<file path="src/rtl/kgp_risc_pkg.sv">
// Shared types and constants for the sequencing/branch path.
// FSM state encoding and branch-condition codes.
package kgp_risc_pkg;

  typedef enum logic [2:0] {
    S_IDLE  = 3'd0,
    S_FETCH = 3'd1,
    S_WAIT  = 3'd2,
    S_EXEC  = 3'd3,
    S_HALT  = 3'd4
  } state_t;

  localparam logic [1:0] UC_NEVER  = 2'b00;
  localparam logic [1:0] UC_ALWAYS = 2'b01;
  localparam logic [1:0] UC_CARRY  = 2'b11;
  localparam logic [1:0] UC_NCARRY = 2'b10;

  localparam logic [1:0] CC_NEVER = 2'b00;
  localparam logic [1:0] CC_LTZ   = 2'b10;
  localparam logic [1:0] CC_ZERO  = 2'b11;
  localparam logic [1:0] CC_NZ    = 2'b01;

  localparam logic [31:0] RESET_PC_DEF = 32'h0000_0000;

endpackage

</file>
<file path="src/rtl/branch_resolve.sv">
// Combinational branch resolution: taken flag and next PC.
// Priority RegBr > UncondBr > CondBr; targets wrap mod 2^32.
module branch_resolve
  import kgp_risc_pkg::*;
#(
  parameter int OFF_W = 26
) (
  input  logic [31:0]      pc,
  input  logic             condBr,
  input  logic             regBr,
  input  logic             uncondBr,
  input  logic [1:0]       uncondControl,
  input  logic [1:0]       condControl,
  input  logic [OFF_W-1:0] branchOffset,
  input  logic [31:0]      rsValue,
  input  logic             carry,
  output logic             taken,
  output logic [31:0]      nextPc
);

  logic [31:0] pcPlus4;
  logic [31:0] offWord;
  logic [31:0] relTarget;
  logic        ucTake;
  logic        ccTake;

  assign pcPlus4   = pc + 32'd4;
  assign offWord   = {{(32-OFF_W){branchOffset[OFF_W-1]}},
                      branchOffset};
  assign relTarget = pcPlus4 + {offWord[29:0], 2'b00};

  // evaluate unconditional-class and conditional-class tests
  always_comb begin
    ucTake = 1'b0;
    ccTake = 1'b0;
    unique case (uncondControl)
      UC_NEVER:  ucTake = 1'b0;
      UC_ALWAYS: ucTake = 1'b1;
      UC_CARRY:  ucTake = carry;
      UC_NCARRY: ucTake = ~carry;
      default:   ucTake = 1'b0;
    endcase
    unique case (condControl)
      CC_NEVER: ccTake = 1'b0;
      CC_LTZ:   ccTake = rsValue[31];
      CC_ZERO:  ccTake = (rsValue == 32'd0);
      CC_NZ:    ccTake = (rsValue != 32'd0);
      default:  ccTake = 1'b0;
    endcase
  end

  // pick branch class by priority and form the next PC
  always_comb begin
    taken  = 1'b0;
    nextPc = pcPlus4;
    priority case (1'b1)
      regBr: begin
        taken  = 1'b1;
        nextPc = {rsValue[31:2], 2'b00};
      end
      uncondBr: begin
        taken  = ucTake;
        nextPc = ucTake ? relTarget : pcPlus4;
      end
      condBr: begin
        taken  = ccTake;
        nextPc = ccTake ? relTarget : pcPlus4;
      end
      default: begin
        taken  = 1'b0;
        nextPc = pcPlus4;
      end
    endcase
  end

endmodule

</file>
<file path="src/rtl/branch_pc_unit.sv">
// PC register, fetch handshake and branch commit sequencer.
// Optional counters: define BRANCH_PC_STATS_EN.
module branch_pc_unit
  import kgp_risc_pkg::*;
#(
  parameter logic [31:0] RESET_PC = RESET_PC_DEF,
  parameter int          OFF_W    = 26
) (
  input  logic             clk,
  input  logic             rst_n,
  output logic             instrReq,
  output logic [31:0]      fetchAddr,
  input  logic [31:0]      instrIn,
  input  logic             instrValid,
  output logic [31:0]      instrReg,
  input  logic             CondBr,
  input  logic             RegBr,
  input  logic             UncondBr,
  input  logic [1:0]       UncondControl,
  input  logic [1:0]       CondControl,
  input  logic [OFF_W-1:0] branchOffset,
  input  logic [31:0]      rsValue,
  input  logic             carryIn,
  input  logic             carryWe,
  input  logic             exStall,
  input  logic             haltReq,
  output logic [31:0]      pc,
  output logic [31:0]      linkAddr,
  output logic             instrDone,
  output logic             branchTaken,
`ifdef BRANCH_PC_STATS_EN
  output logic [31:0]      instrCount,
  output logic [31:0]      takenCount,
`endif
  output logic             halted
);

  state_t      state;
  state_t      stateNext;
  logic        carry;
  logic        taken;
  logic [31:0] nextPc;
  logic        commit;

  assign commit    = (state == S_EXEC) && !exStall;
  assign fetchAddr = pc;
  assign linkAddr  = pc + 32'd4;
  assign halted    = (state == S_HALT);

  branch_resolve #(
    .OFF_W(OFF_W)
  ) uResolve (
    .pc           (pc),
    .condBr       (CondBr),
    .regBr        (RegBr),
    .uncondBr     (UncondBr),
    .uncondControl(UncondControl),
    .condControl  (CondControl),
    .branchOffset (branchOffset),
    .rsValue      (rsValue),
    .carry        (carry),
    .taken        (taken),
    .nextPc       (nextPc)
  );

  // FSM state register
  always_ff @(posedge clk) begin
    if (!rst_n) state <= S_IDLE;
    else        state <= stateNext;
  end

  // next state and fetch request
  always_comb begin
    stateNext = state;
    instrReq  = 1'b0;
    unique case (state)
      S_IDLE:  stateNext = S_FETCH;
      S_FETCH: begin
        instrReq  = 1'b1;
        stateNext = S_WAIT;
      end
      S_WAIT: begin
        instrReq = 1'b1;
        if (instrValid) stateNext = S_EXEC;
      end
      S_EXEC: begin
        if (!exStall)
          stateNext = haltReq ? S_HALT : S_FETCH;
      end
      S_HALT:  stateNext = S_HALT;
      default: stateNext = S_IDLE;
    endcase
  end

  // PC, held instruction and commit pulses
  always_ff @(posedge clk) begin
    if (!rst_n) begin
      pc          <= RESET_PC;
      instrReg    <= 32'd0;
      instrDone   <= 1'b0;
      branchTaken <= 1'b0;
    end else begin
      instrDone   <= commit;
      branchTaken <= commit && taken;
      if (state == S_WAIT && instrValid)
        instrReg <= instrIn;
      if (commit)
        pc <= nextPc;
    end
  end

  // carry flag, writable in any state
  always_ff @(posedge clk) begin
    if (!rst_n)       carry <= 1'b0;
    else if (carryWe) carry <= carryIn;
  end

`ifdef BRANCH_PC_STATS_EN
  // commit and taken-branch counters
  always_ff @(posedge clk) begin
    if (!rst_n) begin
      instrCount <= 32'd0;
      takenCount <= 32'd0;
    end else if (commit) begin
      instrCount <= instrCount + 32'd1;
      if (taken) takenCount <= takenCount + 32'd1;
    end
  end
`endif

endmodule

</file>
<file path="config.mk">
export PLATFORM = sky130hd
export DESIGN_NAME = branch_pc_unit
export DESIGN_NICKNAME = d
export VERILOG_FILES = /design/src/rtl/kgp_risc_pkg.sv /design/src/rtl/branch_resolve.sv /design/src/rtl/branch_pc_unit.sv
export SDC_FILE = /design/constraint.sdc
export NUM_CORES = 1
export LEC_CHECK = 0
export CORE_ASPECT_RATIO = 0.5
export CORE_MARGIN = 2
export CORE_UTILIZATION = 47
export CTS_BUF_LIST = sky130_fd_sc_hd__clkbuf_8
export DETAILED_ROUTE_END_ITERATION = 8
export PLACE_DENSITY = 0.81
export SKIP_CTS_REPAIR_TIMING = 1
export SYNTH_ARGS = -nofsm -noshare
export SYNTH_HDL_FRONTEND = slang
export SYNTH_HIERARCHICAL = 1
export SYNTH_SLANG_ARGS = --single-unit
</file>
<file path="constraint.sdc">
create_clock -name clk -period 5 [get_ports clk]
set_clock_uncertainty 0.05 [all_clocks]
set_input_delay 1.5 -clock clk [delete_from_list [all_inputs] [get_ports clk]]
set_output_delay 1.5 -clock clk [all_outputs]
set_load 0.02 [all_outputs]
</file>
# Yosys cells after proc, flatten, opt, wreduce, memory -nomap -nowiden
# Cells that the tools add are included.
# totals
regBits,70
in_bits,104
output_inout_bits,132
elab_cells,47
# op_classes
n_addsub,2
eq_ne,12
muxes,15
bitwise,1
reduce_logical,11
# ops
operator,n
$mux W32,5
$add A32 B3 Y32 const B,1
$add A32 B32 Y32,1
$logic_not A32 Y1,1
$reduce_bool A32 Y1,1
$pmux W3 S5,1
$mux W3,3
$eq A2 B2 Y1 const B,4
$pmux W1 S4,2
$eq A3 B2 Y1 const B,2
$eq A2 B1 Y1 const B,2
$logic_not A2 Y1,2
$mux W1,4
$ne A2 B2 Y1 const B,2
$eq A3 B1 Y1 const B,1
$eq A3 B3 Y1 const B,1
$logic_and A1 B1 Y1,3
$logic_not A3 Y1,1
$reduce_and A2 Y1,1
$reduce_or A2 Y1,1
$logic_not A1 Y1,1
$not A1 Y1,1

# Logic depth before layout (Yosys ltp)
# Gate-level depths: netlist of the first run.
# depth
ltp_word,6
ltp_mapped,18
mapped_depth_nobuf,17

# Hierarchy
# The synthesis of the first run kept the hierarchy.
# by_module_without_submodules
module,instances,cells_per_inst,area_per_inst_um2,seq_area_each_um2
branch_pc_unit,1,428,3519.6,1401.3
branch_resolve,1,443,3004.1,0.0

# Worst setup path after synthesis of the first run
# No wires, ideal clock.
# synth_path
path_kind,input to register
startpoint,input port branchOffset[0]
endpoint,register pc[26] (netlist: fetchAddr[26])
setup_ps,76
arrival_ps,3804
t_required_ps,4874
path_slack_ps,1071
path_stages,12
n_path_buf,0
cell_sequence,ha_1 > fa_1 > a211oi_1 > o21ai_1 > o21ai_1 > a21o_1 > a31oi_1 > a211o_1 > xnor2_1 > a221oi_1 > nand2_1 > a21boi_0
# synth_via
elab_chain_cells,5
word_cells_on_any_way,6
cone_classes,add/sub: 1; mux: 5
# synth_rtl
element,line_no,text
start: declaration,branch_pc_unit.sv:21,"input logic [OFF_W-1:0] branchOffset,"
$add A32 B32 Y32 (*),branch_resolve.sv:30,"assign relTarget = pcPlus4 + {offWord[29:0], 2'b00};"
$mux W32,branch_resolve.sv:67,nextPc = ccTake ? relTarget : pcPlus4;
$mux W32,branch_resolve.sv:56,priority case (1'b1)
$mux W32 (*) (2 in series),branch_resolve.sv:56,
via nextPc[26],branch_pc_unit.sv:42,logic [31:0] nextPc;
end signal: assignment,branch_pc_unit.sv:108,pc <= nextPc;
end: declaration,branch_pc_unit.sv:27,"output logic [31:0] pc,"
# Mark *: on every way through the listed nets, which the timed path passes. The rest lies on a longest branch.
# A chain may end at the register's enable or synchronous reset.

# Final worst setup path of the first run
# layout_path
startpoint,register pc[7] (netlist: fetchAddr[7])
endpoint,register pc[31] (netlist: fetchAddr[31])
# layout_via
elab_chain_cells,6
word_cells_on_any_way,7
cone_classes,add/sub: 2; mux: 5
# layout_rtl
element,line_no,text
$add A32 B3 Y32 (*),branch_resolve.sv:27,assign pcPlus4 = pc + 32'd4;
$add A32 B32 Y32,branch_resolve.sv:30,
$mux W32,branch_resolve.sv:67,
$mux W32,branch_resolve.sv:56,
$mux W32 (*) (2 in series),branch_resolve.sv:56,
via nextPc[31],branch_pc_unit.sv:42,
# Marks and branches as above.

==> run metrics, run 1 <==
nets@finish=1,206; Hold Crit Start=instrReg[15]$_SDFFE_PN0P_; Area Growth Syn to Fin=38.6%; placed wire-length estimate=roughly 17,000 um; Final min period=4.60 ns; RSZ-0062 raised after global routing=no; crit path capture type=flip-flop; final setup fails=0; CTS tree=yes; htree depth=3; Post-Route WL=about 22,000 um; Worst-path clk slew=around 0.09 ns; Worst Hold Class=flip-flop to flip-flop; Die X=roughly 170 um; DR vias/cell=about 5.6; Max Slew Vio Count=0; arrival time worst endpoint=about 4.8 ns; post-synthesis cell count=a little under 900; critical path startpoint=fetchAddr[7]$_SDFFE_PN0P_; yosys warns=6; Primary FF master, synth=dfxtp_1; final hold viol count=0; fin crit share=0.919; vias in the first global route=about 6,500; PwrDens=around 170 nW/um2; Post-synth ARST share=0; layout cells sized above 1=0.0599; grt ovf=0; Total Neg Setup Slack=0 ns; I/O Pins=about 240; Starting DRT DRC Count=647; I/O Buffers=about 240; Post-Syn Area=roughly 6500 um2; via count=between 7,000 and 8,000; gpl congestion=0.997; Die ar.=between 10,000 and 15,000 um2; Seq/Total Area, Yosys=0.215; Sinks on Clock Net=70; Die Y=around 87 um; antenna cells=0; core footprint=13,600 um2; status=complete, no violations; hold path cells=2; first-pass GRT wire length=33,900 um; largest net degree at the start of global routing=71; WL per Instance=between 15 and 20 um; reg2reg path depth=16; crit-path max FO=10; Placed Area=between 8000 and 9000 um2; Tightest Pin Transition=approximately 1.1 ns; Rel. slew slack=0.259; antenna-violating nets left=0; FMAX=0.218 GHz; Post-Syn Area per Cell=roughly 7.5 um2; post-route setup slack=between 0.4 and 0.5 ns; FF-to-FF Start=fetchAddr[7]$_SDFFE_PN0P_; Seq cells post-synth=70; Max rail drop VDD=between 0.00015 and 0.0002 V; clock root cell=clkbuf_8; initial antenna violation count=0; remaining design rule violation count=0; GRT Overall Usage=0.289; Setup CP Type=flip-flop to flip-flop; Worst-Skew Late Latency=0.35 ns; startpoint types=flip-flop; DR pass1 iterations=5; Synth Net Count=~1,000; Num CTS Buffers=9; Util after Layout=0.667; max-cap violation count=0; critical path required time=5.23 ns; num rows=30; Post-synth EDFFs=0; synth unique cells=71; Final Cell Area=~9000 um2; Pleak=0.00347 uW; clk buf depth=2; starting density of the core=0.481; Setup WS pre-CTS=0.317 ns
==> worst max-delay path: stages, from the launching register on <==
cell	delay, ns
dfxtp_1	0.56
and4_1	0.32
and2_1	0.31
nand3_1	0.19
nor2_1	0.14
xor2_1	0.37
ha_1	0.35
a21oi_1	0.31
o221ai_1	0.24
nor3_1	0.24
nand3_1	0.21
a311oi_2	0.37
o21ai_0	0.21
mux2_2	0.31
nor3_2	0.15
nand2_1	0.06
a21boi_0	0.14
==> where the power goes <==
part           total (uW)  switching (uW)  internal, uW
sequential            595            20.3           575
clock                 517             234           283
combinational         466             240           226
==> cell usage after synthesis (all sizes together) (3+ instances only) <==
| library cell | instances | area (um2) |
|---|---|---|
| dfxtp | 70 | 1400 |
| nor4 | 19 | 161 |
| a21oi | 41 | 205 |
| a21o | 16 | 120 |
| a31oi | 4 | 25.0 |
| mux2 | 3 | 33.8 |
| o21bai | 3 | 22.5 |
| and3 | 11 | 68.8 |
| a211oi | 5 | 37.5 |
| or3 | 6 | 37.5 |
| and2 | 5 | 31.3 |
| inv | 18 | 67.6 |
| xor2 | 28 | 245 |
| mux2i | 17 | 170 |
| nand3 | 32 | 173 |
| and4 | 7 | 66.3 |
| nand4 | 21 | 146 |
| nor2b | 8 | 50.1 |
| o21a | 3 | 22.5 |
| nor3 | 31 | 185 |
| clkbuf | 21 | 78.8 |
| a221oi | 6 | 65.1 |
| o21ai | 21 | 105 |
| buf | 55 | 385 |
| nand2 | 175 | 657 |
| nor2 | 52 | 195 |
| ha | 38 | 475 |
| a21boi | 64 | 480 |
| o211ai | 4 | 30.0 |
| xnor2 | 51 | 447 |
| or2 | 3 | 18.8 |
==> worst paths after layout <==
check / slack (ns) / endpoint
worst min register to register: 0.41 / instrReg[15]$_SDFFE_PN0P_
worst max-delay path: 0.40 / fetchAddr[31]$_SDFFE_PN0P_
worst max register to register: 0.40 / fetchAddr[31]$_SDFFE_PN0P_
worst min-delay path: 0.41 / instrReg[15]$_SDFFE_PN0P_
==> area by class of cell <==
| cell class | count | area (um2) |
|---|---|---|
| Multi-Input combinational cell | 706 | 4590 |
| Fill cell | 1170 | 4510 |
| Timing Repair Buffer | 257 | 2510 |
| Sequential cell | 70 | 1400 |
| Tap cell | 192 | 240 |
| Clock buffer | 9 | 124 |
| Clock inverter | 7 | 97.6 |
| Inverter | 19 | 71.3 |
==> per-layer routing <==
metal | GRT usage | part of all wire
met3 | 0.0759 | 0.10
met1 | 0.394 | 0.44
met5 | 0 | 0
met4 | 0.0660 | 0.017
met2 | 0.458 | 0.44
==> metrics by stage <==
stage / total power (uW) / std cells / hold WS (ns)
floorplan: 862 / 871 / 0.433
global placement: 1060 / 1244 / 0.389
detailed placement: 1070 / 1244 / 0.397
CTS: 1590 / 1260 / 0.407
global route: 1650 / 1260 / 0.433
finish: 1580 / 1260 / 0.407
==> cells by family (layout without fill, tap and decap cells) <==
kind of cell	after synthesis	in the layout	synth area share
AO/OA/AOI/OAI	187	187	0.201
XOR/XNOR	79	79	0.106
adder cells (fa/ha/maj)	39	39	0.0760
buffers and inverters	95	292	0.0821
flip-flops	70	70	0.215
multiplexers	20	20	0.0313
AND/OR/NAND/NOR	381	381	0.289
==> registers in the layout, indices dropped and copies added, names as in the netlist <==
| name | count |
|---|---|
| instrDone | 1 |
| fetchAddr | 32 |
| state | 3 |
| branchTaken | 1 |
| instrReg | 32 |
| carry | 1 |
==> cell usage in the layout, fill, tap and decap left out, types with 15 or more instances in the layout <==
| cell type | instances |
|---|---|
| clkdlybuf4s50_1 | 234 |
| nand2_1 | 175 |
| dfxtp_1 | 70 |
| nor2_1 | 52 |
| xnor2_1 | 51 |
| a21boi_0 | 42 |
| a21oi_1 | 41 |
| ha_1 | 38 |
| nand3_1 | 31 |
| xor2_1 | 28 |
| nor3_1 | 25 |
| a21boi_1 | 22 |
| buf_4 | 22 |
| nand4_1 | 20 |
| inv_1 | 19 |
| mux2i_1 | 17 |
| a21o_1 | 16 |
| nor4_1 | 15 |
No activity file was read; power rests on OpenSTA's default activity.
==> run 2, diff against run 1 <==
--- a/config.mk
+++ b/config.mk
@@ -5,6 +5,7 @@
 export SDC_FILE = /design/constraint.sdc
 export NUM_CORES = 1
 export LEC_CHECK = 0
+export CAP_MARGIN = 40
 export CORE_ASPECT_RATIO = 0.5
 export CORE_MARGIN = 2
 export CORE_UTILIZATION = 47
==> run metrics, run 2 (same netlist as run 1, synthesis figures left out) <==
commonest non-fill, non-tap cell in the layout=clkdlybuf4s50_1; Pleak=approximately 0.0035 uW; Die Y=slightly below 90 um; final hold viol count=0; clock root cell=clkbuf_8; DR pass1 iterations=5; antenna cells=0; I/O Pins=~240; Final min period=4.53 ns; Die X=around 170 um; Starting DRT DRC Count=roughly 600; WL per Instance=~18 um; arrival time worst endpoint=4.77 ns; Critical path destination=fetchAddr[31]$_SDFFE_PN0P_; Rel. slew slack=0.576; initial antenna violation count=0; core footprint=approximately 14,000 um2; Max Slew Vio Count=0; FF-to-FF Start=fetchAddr[7]$_SDFFE_PN0P_; nets@finish=about 1,200; FMAX=around 0.22 GHz; Total Neg Setup Slack=0 ns; Worst-path clk slew=0.08 ns; Sinks on Clock Net=70; layout cells sized above 1=0.0617; critical path required time=5.24 ns; Setup WS pre-CTS=about 0.32 ns; startpoint types=flip-flop; antenna-violating nets left=0; max-cap violation count=0; remaining design rule violation count=0; grt ovf=0; via count=between 7,000 and 8,000; gpl congestion=between 0.9 and 1; Worst-Skew Late Latency=around 0.36 ns; Max rail drop VDD=about 0.00018 V; DR vias/cell=around 5.6; worst r2r dst=fetchAddr[31]$_SDFFE_PN0P_; vias in the first global route=between 6,000 and 7,000; CTS tree=yes; Util after Layout=0.669; crit path capture type=flip-flop; reg2reg path depth=16; clk buf depth=2; PwrDens=around 170 nW/um2; Tightest Pin Transition=~0.63 ns; Area Growth Syn to Fin=38.9%; num rows=30; final setup fails=0; post-route setup slack=between 0.4 and 0.5 ns; fin crit share=0.906; Die ar.=between 10,000 and 15,000 um2; htree depth=3; largest net degree at the start of global routing=37; I/O Buffers=~240; Setup CP Type=flip-flop to flip-flop; RSZ-0062 raised after global routing=no; crit-path max FO=10; Num CTS Buffers=9; GRT Overall Usage=0.292; status=complete, no violations; Post-Route WL=around 22,000 um; most frequent cells in the layout=clkdlybuf4s50_1, nand2_1, dfxtp_1; critical path startpoint=fetchAddr[7]$_SDFFE_PN0P_; first-pass GRT wire length=around 34,000 um; Worst Hold Class=flip-flop to flip-flop; placed wire-length estimate=roughly 17,000 um; starting density of the core=0.481; reg2reg setup slack=0.47 ns
[run 2: cell types whose count changed in the layout (fill, tap and decap cells not counted)]
| cell | previous run | this run |
|---|---|---|
| bufinv_16 | 2 | 1 |
| clkinvlp_4 | 1 | 3 |
| buf_8 | 0 | 1 |
| clkinv_4 | 2 | 1 |
| buf_16 | 0 | 1 |
[run 2: layout make-up]
cell class | instances | area (um2)
clock buffer | 9 | 124
clock inverter | 7 | 73.8
fill | 1158 | 4490
inverter | 19 | 71.3
multi-input combinational | 706 | 4590
sequential | 70 | 1400
tap | 192 | 240
timing repair buffer | 259 | 2550
[run 2: where the power goes]
group | internal, uW | leakage [uW] | switching (uW)
Sequential | 575 | 0.000567 | 20.1
Combinational | 229 | 0.00282 | 243
Clock | 231 | 0.0000933 | 236
[run 2: per-stage QoR]
| stage | total power, uW | hold WS, ns | instances | area (um2) |
|---|---|---|---|---|
| 2_1_floorplan | 862 | 0.433 | 871 | 6520 |
| 3_3_place_gp | 1060 | 0.389 | 1244 | 8820 |
| 3_5_place_dp | 1070 | 0.394 | 1246 | 8860 |
| 4_1_cts | 1540 | 0.406 | 1262 | 9060 |
| 5_1_grt | 1600 | 0.436 | 1262 | 9060 |
| 6_report | 1530 | 0.405 | 1262 | 9060 |
[run 2: worst min path at each step]
stage / from / to / slack, ns / depth (start not counted)
finish: instrReg[21]$_SDFFE_PN0P_ / instrReg[21]$_SDFFE_PN0P_ / 0.40 / 2
global route: instrReg[31]$_SDFFE_PN0P_ / instrReg[31]$_SDFFE_PN0P_ / 0.44 / 2
CTS: instrReg[21]$_SDFFE_PN0P_ / instrReg[21]$_SDFFE_PN0P_ / 0.41 / 2
detailed placement: instrReg[21]$_SDFFE_PN0P_ / instrReg[21]$_SDFFE_PN0P_ / 0.39 / 2
global placement: instrReg[21]$_SDFFE_PN0P_ / instrReg[21]$_SDFFE_PN0P_ / 0.39 / 2
floorplan: carry$_SDFFE_PN0P_ / carry$_SDFFE_PN0P_ / 0.43 / 2
[run 2: worst max-delay path, stage by stage, from the launching register on]
cell and delay [ns]:
dfxtp_1 0.56, and4_1 0.31, and2_1 0.31, nand3_1 0.19, nor2_1 0.15, xor2_1 0.36, ha_1 0.35, a21oi_1 0.29
o221ai_1 0.24, nor3_1 0.21, nand3_1 0.21, a311oi_2 0.37, o21ai_0 0.20, mux2_2 0.31, nor3_2 0.15, nand2_1 0.06
a21boi_0 0.14
[run 2: layer usage]
layer	track usage	wire length, um	vias to the layer above
li1	-	-	3415
met1	0.400	9710	3298
met2	0.463	9950	354
met3	0.0804	2360	25
met4	0.0598	299	0
met5	0	0	-
==> run 3, diff against run 2 <==
--- a/config.mk
+++ b/config.mk
@@ -7,9 +7,9 @@
 export LEC_CHECK = 0
 export CAP_MARGIN = 40
 export CORE_ASPECT_RATIO = 0.5
-export CORE_MARGIN = 2
 export CORE_UTILIZATION = 47
 export CTS_BUF_LIST = sky130_fd_sc_hd__clkbuf_8
+export CTS_CLUSTER_DIAMETER = 60
 export DETAILED_ROUTE_END_ITERATION = 8
 export PLACE_DENSITY = 0.81
 export SKIP_CTS_REPAIR_TIMING = 1
==> run metrics, run 3 (same netlist as run 1, synthesis figures left out) <==
arrival time worst endpoint=approximately 4.8 ns; placed wire-length estimate=about 17,000 um; Highest Signal Layer=met4; num rows=29; critical path required time=about 5.2 ns; Worst-Skew Late Latency=around 0.35 ns; final hold viol count=0; non-filler instance count after layout=~1,300; Starting DRT DRC Count=slightly below 600; Pleak=around 0.0035 uW; via count=roughly 7,100; remaining design rule violation count=0; commonest non-fill, non-tap cell in the layout=clkdlybuf4s50_1; Post-Route WL=roughly 22,000 um; CTS tree=yes; placed insts=~1,200; Die Y=between 80 and 90 um; gpl congestion=between 0.9 and 1; max-cap violation count=0; Area Growth Syn to Fin=38.1%; Worst-path clk slew=approximately 0.080 ns; met3 WL post-DR=approximately 2300 um; CP dominant cell by count=nand3_1; Tightest Pin Transition=approximately 0.63 ns; fillers=1,079; WL met1=between 9000 and 10,000 um; PwrDens=around 160 nW/um2; grt ovf=0; antenna cells=0; Fin Hold WS=0.405 ns; GRT Overall Usage=0.307; clk buf depth=2; Die ar.=14,400 um2; Setup CP Type=flip-flop to flip-flop; Rel. slew slack=0.579; htree depth=3; most frequent cells in the layout=clkdlybuf4s50_1, nand2_1, dfxtp_1; crit path buf inv count=0; final setup fails=0; Num CTS Buffers=9; I/O Pins=236; initial antenna violation count=0; Util after Layout=0.688; starting density of the core=0.498; Max Slew Vio Count=0; met2 WL=about 10000 um; worst-path cell chain=and4_1, and2_1, nand3_1, nor2_1, xor2_1, ha_1, a21oi_1, o221ai_1, nor3_1, nand3_1, a311oi_2, o21ai_0, mux2_2, nor3_2, nand2_1, a21boi_0; crit-path max FO=10; Final min period=4.58 ns; startpoint types=flip-flop; nets@finish=~1,200; slowest stage cell, crit path=dfxtp_1; largest net degree at the start of global routing=around 60; vias in the first global route=6,604; clock root cell=clkbuf_8; antenna-violating nets left=0; RSZ-0062 raised after global routing=no; DR pass1 iterations=5; DR vias/cell=5.70; core footprint=~13,000 um2; Top Family by Delay on Critical Path=simple AND/OR/NAND/NOR gates; Worst Hold Class=flip-flop to flip-flop; first-pass GRT wire length=34,700 um; status=complete, no violations; Die X=about 170 um; crit path capture type=flip-flop; Worst path max stage delay=roughly 0.55 ns; layout cells sized above 1=0.0599; Final Power=between 1000 and 1500 uW; FMAX=approximately 0.22 GHz; Total Neg Setup Slack=0 ns; Max rail drop VDD=0.000177 V; fin crit share=0.916; I/O Buffers=roughly 240; WL per Instance=17.8 um; Sinks on Clock Net=70
-- run 3: cell types whose count changed in the layout (fill, tap and decap cells not counted), sizes merged --
cell / before / now
buf: 25 / 24
bufinv: 1 / 0
-- run 3: power breakdown --
group          switching [uW]  total (uW)  internal (uW)
sequential               20.2         596            575
combinational             243         471            228
clock                     221         398            176
total                     485        1460            979
-- run 3: routing by layer --
layer | global-route usage | vias up
met1 | 0.422 | 3348
met5 | 0 | -
met3 | 0.0784 | 25
li1 | - | 3418
met4 | 0.0678 | 0
met2 | 0.483 | 357
-- run 3: cell type report --
cell class / instances / area [um2] / share of cell area
multi-input cells: 706 / 4590 / 0.510
repair buffers: 258 / 2550 / 0.283
flip-flops and latches: 70 / 1400 / 0.156
well taps: 186 / 233 / 0.0258
clock buffers: 9 / 124 / 0.0137
inverters: 19 / 71.3 / 0.00792
clock inverters: 6 / 40.0 / 0.00444
-- run 3: path summary, 6_finish.rpt --
kind / startpoint / end / slack (ns) / cells past startpoint
setup reg to reg: fetchAddr[7]$_SDFFE_PN0P_ / fetchAddr[31]$_SDFFE_PN0P_ / 0.42 / 16
hold reg to reg: instrReg[27]$_SDFFE_PN0P_ / instrReg[27]$_SDFFE_PN0P_ / 0.40 / 2
setup / recovery: fetchAddr[7]$_SDFFE_PN0P_ / fetchAddr[31]$_SDFFE_PN0P_ / 0.42 / 16
hold / removal: instrReg[27]$_SDFFE_PN0P_ / instrReg[27]$_SDFFE_PN0P_ / 0.40 / 2
-- run 3: through the flow --
step	setup slack, ns	instance area (um2)
floorplan	1.07	6520
global placement	0.404	8800
detailed placement	0.333	8850
CTS	0.507	9010
global route	0.114	9010
finish	0.421	9010
-- run 3: worst register-to-register path, delay by kind of cell (launching register included) --
kind | cells | cell delay, ns
adder cells (fa/ha/maj) | 1 | 0.37
multiplexers | 1 | 0.32
XOR/XNOR | 1 | 0.41
AND/OR/NAND/NOR | 8 | 1.61
flip-flops | 1 | 0.55
AO/OA/AOI/OAI | 5 | 1.21
